--- src/rtl/button_pkg.sv ---
// button_pkg: shared state encoding and limits for the button conditioner
package button_pkg;
  typedef enum logic [1:0] {
    IDLE         = 2'd0,
    PRESS_WAIT   = 2'd1,
    PRESSED      = 2'd2,
    RELEASE_WAIT = 2'd3
  } state_t;
  localparam logic [7:0] REJECT_MAX = 8'd255;
  localparam int DEBOUNCE_DEFAULT = 4;
endpackage

--- src/rtl/bit_sync.sv ---
// bit_sync: parameterised flop chain bringing an async bit into the clk domain
module bit_sync #(
  parameter int STAGES = 2
) (
  input  logic clk,
  input  logic rst,
  input  logic d,
  output logic q
);
  logic [STAGES-1:0] sr;
  always_ff @(posedge clk) sr <= rst ? '0 : {sr[STAGES-2:0], d};
  assign q = sr[STAGES-1];
endmodule

--- src/rtl/button_conditioner.sv ---
// button_conditioner: synchronise, debounce and edge-detect a raw push-button
module button_conditioner
  import button_pkg::*;
#(
  parameter int SYNC_STAGES     = 2,
  parameter int DEBOUNCE_CYCLES = DEBOUNCE_DEFAULT,
  parameter int CNT_W           = $clog2(DEBOUNCE_CYCLES) + 1
) (
  input  logic       clk,
  input  logic       rst,
  input  logic       button_raw,
  output logic       button_db,
  output logic       press_pulse,
  output logic       release_pulse,
  output logic [7:0] reject_cnt
);
  logic btn_s, done, reject;
  state_t state, state_nx;
  logic [CNT_W-1:0] cnt, cnt_nx;
  bit_sync #(.STAGES(SYNC_STAGES)) u_sync (.clk(clk), .rst(rst), .d(button_raw), .q(btn_s));
  assign done = cnt == CNT_W'(DEBOUNCE_CYCLES - 1);
  // a toggle on the final counted sample is checked first, so it aborts the wait
  always_comb begin
    state_nx = state;
    cnt_nx = cnt;
    reject = 1'b0;
    case (state)
      IDLE:
        if (btn_s) begin
          state_nx = PRESS_WAIT;
          cnt_nx = CNT_W'(1);
        end
      PRESS_WAIT:
        if (!btn_s) begin
          state_nx = IDLE;
          reject = 1'b1;
        end else if (done) state_nx = PRESSED;
        else cnt_nx = cnt + CNT_W'(1);
      PRESSED:
        if (!btn_s) begin
          state_nx = RELEASE_WAIT;
          cnt_nx = CNT_W'(1);
        end
      RELEASE_WAIT:
        if (btn_s) begin
          state_nx = PRESSED;
          reject = 1'b1;
        end else if (done) state_nx = IDLE;
        else cnt_nx = cnt + CNT_W'(1);
    endcase
  end
  always_ff @(posedge clk) begin
    if (rst) begin
      state <= IDLE;
      cnt <= '0;
      button_db <= 1'b0;
      press_pulse <= 1'b0;
      release_pulse <= 1'b0;
      reject_cnt <= '0;
    end else begin
      state <= state_nx;
      cnt <= cnt_nx;
      button_db <= state_nx inside {PRESSED, RELEASE_WAIT};
      press_pulse <= state == PRESS_WAIT && state_nx == PRESSED;
      release_pulse <= state == RELEASE_WAIT && state_nx == IDLE;
      if (reject && reject_cnt != REJECT_MAX) reject_cnt <= reject_cnt + 8'd1;
    end
  end
endmodule

--- config.mk ---
export PLATFORM = sky130hd
export DESIGN_NAME = button_conditioner
export DESIGN_NICKNAME = d
export VERILOG_FILES = /design/src/rtl/button_pkg.sv /design/src/rtl/bit_sync.sv /design/src/rtl/button_conditioner.sv
export SDC_FILE = /design/constraint.sdc
export NUM_CORES = 1
export LEC_CHECK = 0
export BUFFER_PORTS_ARGS = -buffer_cell sky130_fd_sc_hd__buf_2
export CORE_MARGIN = 2
export CORE_UTILIZATION = 47
export CTS_BUF_LIST = sky130_fd_sc_hd__clkbuf_8 sky130_fd_sc_hd__clkbuf_16
export CTS_CLUSTER_SIZE = 28
export DETAILED_ROUTE_END_ITERATION = 10
export PLACE_DENSITY = 0.72
export SLEW_MARGIN = 20
export SYNTH_ARGS = -nofsm -noshare
export SYNTH_HDL_FRONTEND = slang
export SYNTH_SLANG_ARGS = --single-unit
--- constraint.sdc ---
create_clock -name clk -period 1.4 [get_ports clk]
set_input_delay 0.07 -clock clk [delete_from_list [all_inputs] [get_ports clk]]
set_output_delay 0.07 -clock clk [all_outputs]
set_load 0.02 [all_outputs]
After elaboration in Yosys (flattened, before gate mapping) --
Cells that the tools add are included.
Cells by class: $add $sub $neg 2, equality and inequality tests 11, mux-type cells 16, reductions and logical operators 7
Operators with widths (number):
- $mux W3 | 5
- $mux W2 | 6
- $pmux W3 S4 | 1
- $add A8 B1 Y8 const B | 1
- $eq A2 B2 Y1 const B | 4
- $ne A8 B8 Y1 const B | 1
- $pmux W2 S4 | 1
- $logic_not A2 Y1 | 2
- $ne A2 B1 Y1 const B | 2
- $ne A2 B2 Y1 const B | 2
- $reduce_and A4 Y1 | 1
- $add A3 B1 Y3 const B | 1
- $eq A3 B2 Y1 const B | 1
- $logic_and A1 B1 Y1 | 3
- $eq A2 B1 Y1 const B | 1
- $mux W1 | 2
- $pmux W1 S2 | 1
- $reduce_bool A2 Y1 | 1
Storage, ports and cells: flip-flop bits (word level) 18, bits of input ports 3, output and inout bits 11, logic and storage cells 43

Depth between registers and ports, before layout --
Gate-level depths: netlist (run 1).
depth after elaboration 6, mapped depth 6

By module --
From an unflattened synthesis (run 1), not the netlist that was laid out.
Second synthesis, totals: cells, all modules 74, area total of the unflattened synthesis 710.7 µm²
Modules (own cells, without submodules):
- button_conditioner | instances 1, cells an instance 70, area each 658.1 µm², sequential area each 300.3 µm²
- bit_sync | instances 1, cells an instance 4, area each 52.6 µm², sequential area each 40.0 µm²

Worst setup path after synthesis (run 1) --
Ideal clock, no wire load.
path type reg2reg, start register reject_cnt[0], end register reject_cnt[1], library setup time 0.129 ns, data arrival time 1.449 ns, required time 1.271 ns, slack -0.177 ns, stages on the path, launching flop included 6, path buffers 0, clock period less this slack 1.577 ns, path through dfxtp_1 > ha_1 > nand2_1 > o311ai_2 > mux2i_1 > nor2_1
On the way: cells in the longest elaborated chain, start to end 2, elaborated cells on any way between the ends 3, classes of those cells add/sub (1); eq/ne (1); reduce/logical (1)
Ends and longest elaborated chain:
- from (decl) | RTL line button_conditioner.sv:15 | output logic [7:0] reject_cnt
- from (signal assigned) | RTL line button_conditioner.sv:66 | if (reject && reject_cnt != REJECT_MAX) reject_cnt <= reject_cnt + 8'd1;
- parallel branches: the longest is 2 deep, another holds $add A8 B1 Y8
Several ways; the timed one is not identified. A chain may end at the register's enable or synchronous reset.

Final worst setup path (run 1) --
start register state[0], end register reject_cnt[7]
On the way: cells in the longest elaborated chain, start to end 3, elaborated cells on any way between the ends 4, classes of those cells eq/ne (2); mux (1); reduce/logical (1)
Ends and longest elaborated chain:
- from (decl) | RTL line button_conditioner.sv:18 | state_t state, state_nx;
- from (signal assigned) | RTL line button_conditioner.sv:61 | state <= state_nx;
- $eq A2 B2 Y1 or $eq A2 B1 Y1 (tied branches) | RTL line button_conditioner.sv:27 | case (state)
- $pmux W1 S2 (*) | RTL line button_conditioner.sv:27
- $logic_and A1 B1 Y1 (*) | RTL line button_conditioner.sv:66
Every way passes the cells marked *; elsewhere a longest branch is shown, timed or not.

==> impl_metrics.env, run 1 <==
export IMPL_status="completed"
export IMPL_whs_ps=35.6
export IMPL_die_area_um2=1990
export IMPL_synth_most_common_cell="dfxtp_1"
export IMPL_cp_arrival_ps=1460
export IMPL_dp_hpwl_um=1100
export IMPL_ant_nets=0
export IMPL_tightest_slew_ps=331
export IMPL_fin_cells=122
export IMPL_grt_util_all_layers_pct=17.9
export IMPL_stdcell_area_um2=1040
export IMPL_reg2reg_slack_ps=60
export IMPL_syn_inst=82
export IMPL_synthFlopType="dfxtp_1"
export IMPL_cts_clk_slew_worst_paths_ps=60
export IMPL_areaGrowthSynthToFinish_pct=34.3
export IMPL_die_height_um=44.7
export IMPL_cap_violations=0
export IMPL_routedWlPerCell_um=12.9
export IMPL_whs_path_depth=2
export IMPL_worst_slack_ps=60.3
export IMPL_min_period_over_period_pct=95.7
export IMPL_clkSinkCount=17
export IMPL_finalMaxSlewViolations=0
export IMPL_place_area_um2=933
export IMPL_io_buffers=13
export IMPL_leakage_nw=0.425
export IMPL_h_tree_depth=1
export IMPL_endpoint_kind="flop"
export IMPL_start_util_pct=51.0
export IMPL_hold_viol_final=0
export IMPL_hold_end="u_sync.sr[0]"
export IMPL_die_w_um=44.7
export IMPL_ys_async_sr_fraction_pct=0
export IMPL_vias=707
export IMPL_first_pass_iters=4
export IMPL_critPathMaxFanout=6
export IMPL_fmax_ghz=0.746
export IMPL_rsz0062_at_grt="yes"
export IMPL_vdd_drop_max_mv=0.538
export IMPL_clk_insertion_delay_late_ps=240
export IMPL_finalSetupViolations=0
export IMPL_finalSetupTns_ps=0
export IMPL_min_from="button_raw"
export IMPL_ys_types=30
export IMPL_drive_gt1_share_pct=42.5
export IMPL_r2r_start="state[0]"
export IMPL_grt_remaining_overflow=0
export IMPL_timing_rr_end="reject_cnt[7]"
export IMPL_grt_pass1_vias=640
export IMPL_placeableCoreArea_um2=1520
export IMPL_dp_cells=117
export IMPL_worstPathRequired_ps=1520
export IMPL_synth_top_area_share_pct=43.8
export IMPL_synth_area_leader_cell="dfxtp_1"
export IMPL_cts_hold_buffers=0
export IMPL_drtIter0Drc=25
export IMPL_clock_path_buffers=2
export IMPL_antennaDiodeCount=0
export IMPL_ys_seq_area_share_pct=43.8
export IMPL_max_slew_margin_pct=78.0
export IMPL_ys_seq_elements=17
export IMPL_cts_tree="built"
export IMPL_yosys_warnings=0
export IMPL_synthesis_area_um2=777
export IMPL_numCtsBuffers=3
export IMPL_place_ws_ps=36.2
export IMPL_synth_area_top_cells="dfxtp_1, nand2_1, ha_1"
export IMPL_crit_path_start_kind="flop"
export IMPL_synth_edff_count=0
export IMPL_antenna_found_initial=0
export IMPL_fin_nets=113
export IMPL_syn_nets=88
export IMPL_synthTopCellsByCount="dfxtp_1, nand2_1, nor2_1"
export IMPL_wirelength_um=1570
export IMPL_viasPerCell=5.80
export IMPL_skew_ps=1.18
export IMPL_avgSynthCellArea_um2=9.48
export IMPL_cts_root_buf="clkbuf_8"
export IMPL_grt_max_degree=19
export IMPL_grt_pass1_wl_um=2600
export IMPL_crit_type="flop to flop"
export IMPL_gp_congestion=0.857
export IMPL_r2r_cells=4
export IMPL_hp_class="input pin to flop"
export IMPL_p_per_area_nw_per_um2=840
export IMPL_drc=0
export IMPL_io_pin_count=14
export IMPL_finalCriticalPeriod_ps=1340
export IMPL_row_count=14
-- stage by stage --
step	power (mW)	util, %
3_5_place_dp	0.544	61.2
2_1_floorplan	0.531	-
6_report	0.877	68.5
5_1_grt	0.919	68.5
3_3_place_gp	0.542	61.2
4_1_cts	0.881	64.2
-- cells by family (layout without fill, tap and decap cells) --
kind of cell | count (synthesis) | count (layout) | share of synthesized area [%]
flip-flops | 17 | 17 | 43.8
multiplexers | 3 | 3 | 3.86
AO/OA/AOI/OAI | 14 | 14 | 14.0
XOR/XNOR | 3 | 3 | 4.35
buffers and inverters | 5 | 29 | 2.58
adder cells (fa/ha/maj) | 3 | 3 | 4.83
AND/OR/NAND/NOR | 37 | 37 | 26.6
-- layer usage --
metal / global-route usage (%) / wire length [µm]
met1: 20.3 / 676
met2: 31.3 / 805
met3: 3.67 / 70
met4: 9.09 / 23
met5: 0 / 0
-- sequential cells by signal, summed over array words and instances (netlist names) --
name	cells
release_pulse	1
press_pulse	1
reject_cnt	8
button_db	1
u_sync.sr	2
cnt	3
state	1
-- placed cells by master, fill, tap and decap left out --
master / count
a211o_2: 1
a211oi_2: 1
a21oi_1: 3
a21oi_2: 1
a31oi_1: 3
a41oi_1: 1
and2_1: 1
and3_1: 1
buf_2: 13
buf_4: 10
clkbuf_8: 3
dfxtp_1: 12
dfxtp_2: 4
dfxtp_4: 1
ha_1: 1
ha_2: 1
ha_4: 1
inv_1: 3
mux2i_1: 3
nand2_1: 8
nand2_2: 3
nand2b_1: 1
nand3_1: 3
nand4_1: 3
nor2_1: 7
nor2_4: 1
nor2b_1: 2
nor3_1: 2
nor3b_1: 1
nor4b_1: 1
nor4b_2: 2
nor4b_4: 1
o21bai_1: 2
o311ai_4: 1
o31ai_1: 1
xnor2_1: 1
xor2_1: 1
xor2_4: 1
-- worst max-delay path by stage --
stage                              from            end  slack (ps)  depth (start not counted)
after detailed placement      button_db  reject_cnt[7]          40                          4
after global placement        button_db  reject_cnt[7]          50                          4
final                          state[0]  reject_cnt[7]          60                          4
after floorplan           reject_cnt[6]  reject_cnt[1]           6                          4
after CTS                     button_db  reject_cnt[7]          20                          4
after global routing             cnt[0]    press_pulse         -70                          5
-- layout make-up --
cell class                      count  area (µm²)
Multi-Input combinational cell     60         482
Fill cell                         121         480
Sequential cell                    17         349
Timing Repair Buffer               23         140
Clock buffer                        3        41.3
Tap cell                           16        20.0
Inverter                            2        7.51
Clock inverter                      1        3.75
-- where the power goes --
group	switching [mW]	internal (mW)	leakage, nW	total (mW)
clock network	0.148	0.194	0.0269	0.341
registers	0.00772	0.489	0.140	0.496
logic	0.0221	0.0170	0.258	0.0390
-- critical path, stage by stage, from the launching register on --
cell and delay (ps):
dfxtp_1 490, nand4_1 200, nor2_4 190, nor4b_4 250, a211oi_2 100
-- timing repair --
item	CTS	global route
gates resized for setup	0	13
endpoints found under the setup margin	0	7
setup buffers	0	1
No activity file was read; power rests on OpenSTA's default activity.
==> inputs of run 2 (changes only) <==
- CORE_UTILIZATION: 47 -> 46
- PLACE_DENSITY: 0.72 -> 0.71
- SYNTH_HIERARCHICAL: default -> 1
==> impl_metrics.env, run 2 <==
export IMPL_status="complete, but fails checks"
export IMPL_violations="setup timing"
export IMPL_areaGrowthSynthToFinish_pct=44.2
export IMPL_synthFlopType="dfxtp_1"
export IMPL_h_tree_depth=1
export IMPL_gp_congestion=0.798
export IMPL_cts_hold_buffers=0
export IMPL_antenna_found_initial=0
export IMPL_synth_top_area_share_pct=47.9
export IMPL_finalSetupViolations=2
export IMPL_crit_type="flop to flop"
export IMPL_worstPathRequired_ps=1590
export IMPL_grt_util_all_layers_pct=19.5
export IMPL_start_util_pct=48.3
export IMPL_antennaDiodeCount=0
export IMPL_die_height_um=43.3
export IMPL_avgSynthCellArea_um2=9.60
export IMPL_whs_ps=41.0
export IMPL_fin_util_pct=69.6
export IMPL_yosys_warnings=6
export IMPL_die_area_um2=1880
export IMPL_final_common_cell="buf_4"
export IMPL_dp_cells=114
export IMPL_first_pass_iters=4
export IMPL_endpoint_kind="flop"
export IMPL_top_register="reject_cnt"
export IMPL_grt_max_degree=18
export IMPL_min_period_over_period_pct=101
export IMPL_io_buffers=13
export IMPL_drive_gt1_share_pct=47.1
export IMPL_fillCellCount=119
export IMPL_synth_area_top_cells="dfxtp_1, a21oi_1, ha_1"
export IMPL_ys_async_sr_fraction_pct=0
export IMPL_cts_root_buf="clkbuf_8"
export IMPL_p_per_area_nw_per_um2=882
export IMPL_fmax_ghz=0.705
export IMPL_synthSimpleGateAreaFrac_pct=24.1
export IMPL_routedWlPerCell_um=13.3
export IMPL_largestRegisters="reject_cnt (8), cnt (3), u_sync/sr (2)"
export IMPL_leakage_nw=0.449
export IMPL_synth_area_leader_cell="dfxtp_1"
export IMPL_cap_violations=0
export IMPL_vias=654
export IMPL_hp_class="input pin to flop"
export IMPL_worst_slack_ps=-17.6
export IMPL_finalMaxSlewViolations=0
export IMPL_viasPerCell=5.45
export IMPL_synthMuxAreaShare_pct=2.82
export IMPL_largest_reg_flops=8
export IMPL_synth_edff_count=0
export IMPL_vdd_drop_max_mv=0.597
export IMPL_critPathMaxFanout=7
export IMPL_grt_pass1_vias=595
export IMPL_cts_clk_slew_worst_paths_ps=70
export IMPL_syn_inst=74
export IMPL_ys_types=25
export IMPL_clock_path_buffers=2
export IMPL_drc=0
export IMPL_clk_insertion_delay_late_ps=250
export IMPL_layout_common_cells="buf_4, buf_2, dfxtp_1, a21oi_1, dfxtp_2"
export IMPL_ys_seq_area_share_pct=47.9
export IMPL_synthesis_area_um2=711
export IMPL_cp_arrival_ps=1610
export IMPL_rsz0062_at_grt="yes"
export IMPL_finalCriticalPeriod_ps=1420
export IMPL_dp_hpwl_um=1030
export IMPL_synthAdderAreaFrac_pct=5.28
export IMPL_fin_nets=111
export IMPL_ys_seq_elements=17
export IMPL_hold_viol_final=0
export IMPL_synth_top_family_by_area="simple AND/OR/NAND/NOR gates"
export IMPL_placeableCoreArea_um2=1470
export IMPL_synth_most_common_cell="dfxtp_1"
export IMPL_row_count=14
export IMPL_max_slew_margin_pct=78.3
export IMPL_syn_nets=80
export IMPL_synth_xor_area_share_pct=3.52
export IMPL_fin_cells=120
export IMPL_synth_compound_area_share_pct=12.7
export IMPL_tightest_slew_ps=326
export IMPL_clkSinkCount=17
export IMPL_numCtsBuffers=3
export IMPL_wirelength_um=1600
export IMPL_drtIter0Drc=12
export IMPL_ant_nets=0
export IMPL_io_pin_count=14
export IMPL_crit_path_start_kind="flop"
export IMPL_skew_ps=2.19
export IMPL_grt_pass1_wl_um=2680
export IMPL_cts_tree="built"
export IMPL_die_w_um=43.3
export IMPL_grt_remaining_overflow=0
export IMPL_synthTopCellsByCount="dfxtp_1, a21oi_1, nand2_1, nor2_1, nand3_1"
[run 2: cell count changes in the layout (fill, tap and decap cells not counted), sizes merged, moves of 2 or more]
cell	delta
or3	+3
a21oi	+4
a31oi	-3
o21ai	+3
o21bai	-2
nand2	-6
nor2	-3
buf	+5
or4	+2
[run 2: timing repair]
action / 4_1_cts / 5_1_grt
gates resized for setup: 4 / 12
buffers inserted: 1 / 1
pin swaps: 5 / 5
endpoints found under the setup margin: 3 / 10
hold endpoints to repair: 0 / 0
[run 2: cell type report]
| class | count | area [µm²] | area share [%] |
|---|---|---|---|
| Timing Repair Buffer | 28 | 181 | 17.7 |
| Inverter | 3 | 11.3 | 1.10 |
| Multi-Input combinational cell | 52 | 413 | 40.3 |
| Clock buffer | 3 | 41.3 | 4.03 |
| Sequential cell | 17 | 353 | 34.4 |
| Tap cell | 16 | 20.0 | 1.95 |
| Clock inverter | 1 | 5.00 | 0.488 |
[run 2: cells by family (layout without fill, tap and decap cells)]
| group | count (synthesis) | count (layout) |
|---|---|---|
| compound gates | 15 | 15 |
| xor+xnor | 2 | 2 |
| fa+ha+maj | 3 | 3 |
| buf+inv | 5 | 35 |
| flops | 17 | 17 |
| mux | 2 | 2 |
| simple gates | 30 | 30 |
[run 2: report_power, final]
part | internal, mW | total, mW | switching [mW]
clock network | 0.197 | 0.362 | 0.165
logic | 0.0230 | 0.0470 | 0.0240
registers | 0.489 | 0.494 | 0.00544
total | 0.709 | 0.903 | 0.194
[run 2: per-stage QoR]
stage          TNS, ps  setup WS, ps  power (mW)  instance area, µm²
2_1_floorplan        0          10.1       0.526                 729
3_3_place_gp         0          13.1       0.543                 897
3_5_place_dp     -23.8         -16.4       0.544                 897
4_1_cts          -32.6         -32.6       0.909                 973
5_1_grt           -353         -87.5       0.941                1020
6_report         -22.1         -17.6       0.903                1020
[run 2: final timing paths]
kind                                    start            end  slack (ps)  cells after the start
worst max-delay path            reject_cnt[0]  reject_cnt[7]         -20                      5
worst min-delay path               button_raw   u_sync/sr[0]          40                      2
worst max register to register  reject_cnt[0]  reject_cnt[7]         -20                      5
worst min register to register   u_sync/sr[0]   u_sync/sr[1]         440                      1
[run 2: worst max-delay path: stages, from the launching register on]
cell      delay [ps]
dfxtp_4          350
ha_4             160
nand3_4           80
o211ai_4         100
or4_4            530
a21oi_2          120
[run 2: metal layers]
layer	share of wire (%)	vias to the layer above	track usage [%]
met2	50	15	31.0
met1	45	304	24.6
met3	3.2	4	3.83
met4	2.3	0	10.9
met5	0	-	0
li1	-	331	-
==> inputs of run 3 (changes only) <==
- PLACE_DENSITY: 0.71 -> default
- PLACE_DENSITY_LB_ADDON: default -> 0.15
==> impl_metrics.env, run 3 (synthesized netlist as in run 2, its figures left out) <==
export IMPL_finalSetupViolations=3
export IMPL_antennaDiodeCount=0
export IMPL_crit_type="flop to flop"
export IMPL_fmax_ghz=0.700
export IMPL_grt_pass1_vias=604
export IMPL_finalMaxSlewViolations=0
export IMPL_stdcell_area_um2=1060
export IMPL_status="complete, but fails checks"
export IMPL_antenna_found_initial=0
export IMPL_rsz0062_at_grt="yes"
export IMPL_row_count=14
export IMPL_fin_util_pct=72.2
export IMPL_max_slew_margin_pct=77.9
export IMPL_clk_insertion_delay_late_ps=250
export IMPL_fin_nets=113
export IMPL_cap_violations=0
export IMPL_slowest_delay_ps=350
export IMPL_fin_cells=122
export IMPL_crit_path_start_kind="flop"
export IMPL_die_area_um2=1880
export IMPL_hold_viol_final=0
export IMPL_final_common_cell="buf_4"
export IMPL_dp_cells=115
export IMPL_largest_reg_flops=8
export IMPL_start_util_pct=48.3
export IMPL_viasPerCell=5.43
export IMPL_grt_remaining_overflow=0
export IMPL_placeableCoreArea_um2=1470
export IMPL_areaGrowthSynthToFinish_pct=49.5
export IMPL_min_period_over_period_pct=102
export IMPL_largestRegisters="reject_cnt (8), cnt (3), u_sync/sr (2)"
export IMPL_place_area_um2=905
export IMPL_critPathMaxFanout=7
export IMPL_worstPathRequired_ps=1530
export IMPL_io_buffers=13
export IMPL_h_tree_depth=1
export IMPL_drtIter0Drc=14
export IMPL_slowest_stage="o211ai_4"
export IMPL_worst_slack_ps=-28.2
export IMPL_violations="setup timing"
export IMPL_cts_tree="built"
export IMPL_die_height_um=43.3
export IMPL_grt_max_degree=18
export IMPL_skew_ps=4.07
export IMPL_wirelength_um=1770
export IMPL_p_per_area_nw_per_um2=852
export IMPL_dp_hpwl_um=1100
export IMPL_clock_path_buffers=2
export IMPL_top_register="reject_cnt"
export IMPL_endpoint_kind="flop"
export IMPL_first_pass_iters=4
export IMPL_vdd_drop_max_mv=0.541
export IMPL_layout_common_cells="buf_4, buf_2, dfxtp_2, dfxtp_1, a21oi_1"
export IMPL_hp_class="input pin to flop"
export IMPL_numCtsBuffers=3
export IMPL_cts_clk_slew_worst_paths_ps=70
export IMPL_cts_root_buf="clkbuf_8"
export IMPL_die_w_um=43.3
export IMPL_cp_cell_sequence="nand4_1, o211ai_4, buf_6, mux2i_1, nor2_1"
export IMPL_vias=663
export IMPL_leakage_nw=0.433
export IMPL_gp_congestion=0.780
export IMPL_ant_nets=0
export IMPL_fillCellCount=122
export IMPL_io_pin_count=14
export IMPL_finalCriticalPeriod_ps=1430
export IMPL_drc=0
export IMPL_routedWlPerCell_um=14.5
export IMPL_tightest_slew_ps=332
export IMPL_grt_util_all_layers_pct=19.8
export IMPL_clkSinkCount=17
export IMPL_grt_pass1_wl_um=2640
export IMPL_cp_arrival_ps=1560
export IMPL_drive_gt1_share_pct=52.8
-- run 3: what timing repair did --
item,CTS,global route
hold buffers,0,0
gates resized for setup,5,19
setup buffers,2,2
pin swaps,3,10
hold endpoints to repair,0,0
endpoints found under the setup margin,5,12
-- run 3: path summary, 6_finish.rpt --
check | start | to | slack, ps | cells after the start
worst max-delay path | reject_cnt[6] | reject_cnt[1] | -30 | 5
worst min-delay path | button_raw | u_sync/sr[0] | 30 | 2
worst max register to register | reject_cnt[6] | reject_cnt[1] | -30 | 5
worst min register to register | u_sync/sr[0] | u_sync/sr[1] | 440 | 1
-- run 3: worst max-delay path: cells and delay by family, from the launching register on --
kind | cells | cell delay [ps]
AO/OA/AOI/OAI | 1 | 350
AND/OR/NAND/NOR | 2 | 280
multiplexers | 1 | 170
buffers and inverters | 1 | 170
flip-flops | 1 | 330
-- run 3: final cells by class --
type / instances / area (µm²) / area share [%]
flip-flops and latches: 17 / 354 / 33.3
well taps: 16 / 20.0 / 1.88
clock buffers: 3 / 41.3 / 3.89
inverters: 3 / 11.3 / 1.06
clock inverters: 1 / 3.75 / 0.353
repair buffers: 30 / 200 / 18.8
multi-input cells: 52 / 432 / 40.6
-- run 3: routing by layer --
layer / GRT usage (%) / wire (µm)
met1: 23.7 / 793
met2: 32.5 / 892
met3: 4.26 / 72
met4: 10.9 / 13
met5: 0 / 0
-- run 3: report_power, final --
| group | internal (mW) | switching (mW) | total (mW) |
|---|---|---|---|
| Clock | 0.195 | 0.167 | 0.362 |
| Combinational | 0.0235 | 0.0250 | 0.0485 |
| Sequential | 0.489 | 0.00564 | 0.495 |
| Total | 0.707 | 0.198 | 0.905 |
-- run 3: through the flow --
| stage | power, mW | worst slack (ps) | hold slack [ps] | TNS, ps |
|---|---|---|---|---|
| floorplan | 0.526 | 10.1 | 139 | 0 |
| global placement | 0.543 | 17.8 | 276 | 0 |
| detailed placement | 0.545 | -19.4 | 293 | -56.1 |
| CTS | 0.897 | 5.51 | 36.8 | 0 |
| global route | 0.930 | -97.6 | 31.5 | -378 |
| finish | 0.905 | -28.2 | 33.9 | -60.5 |
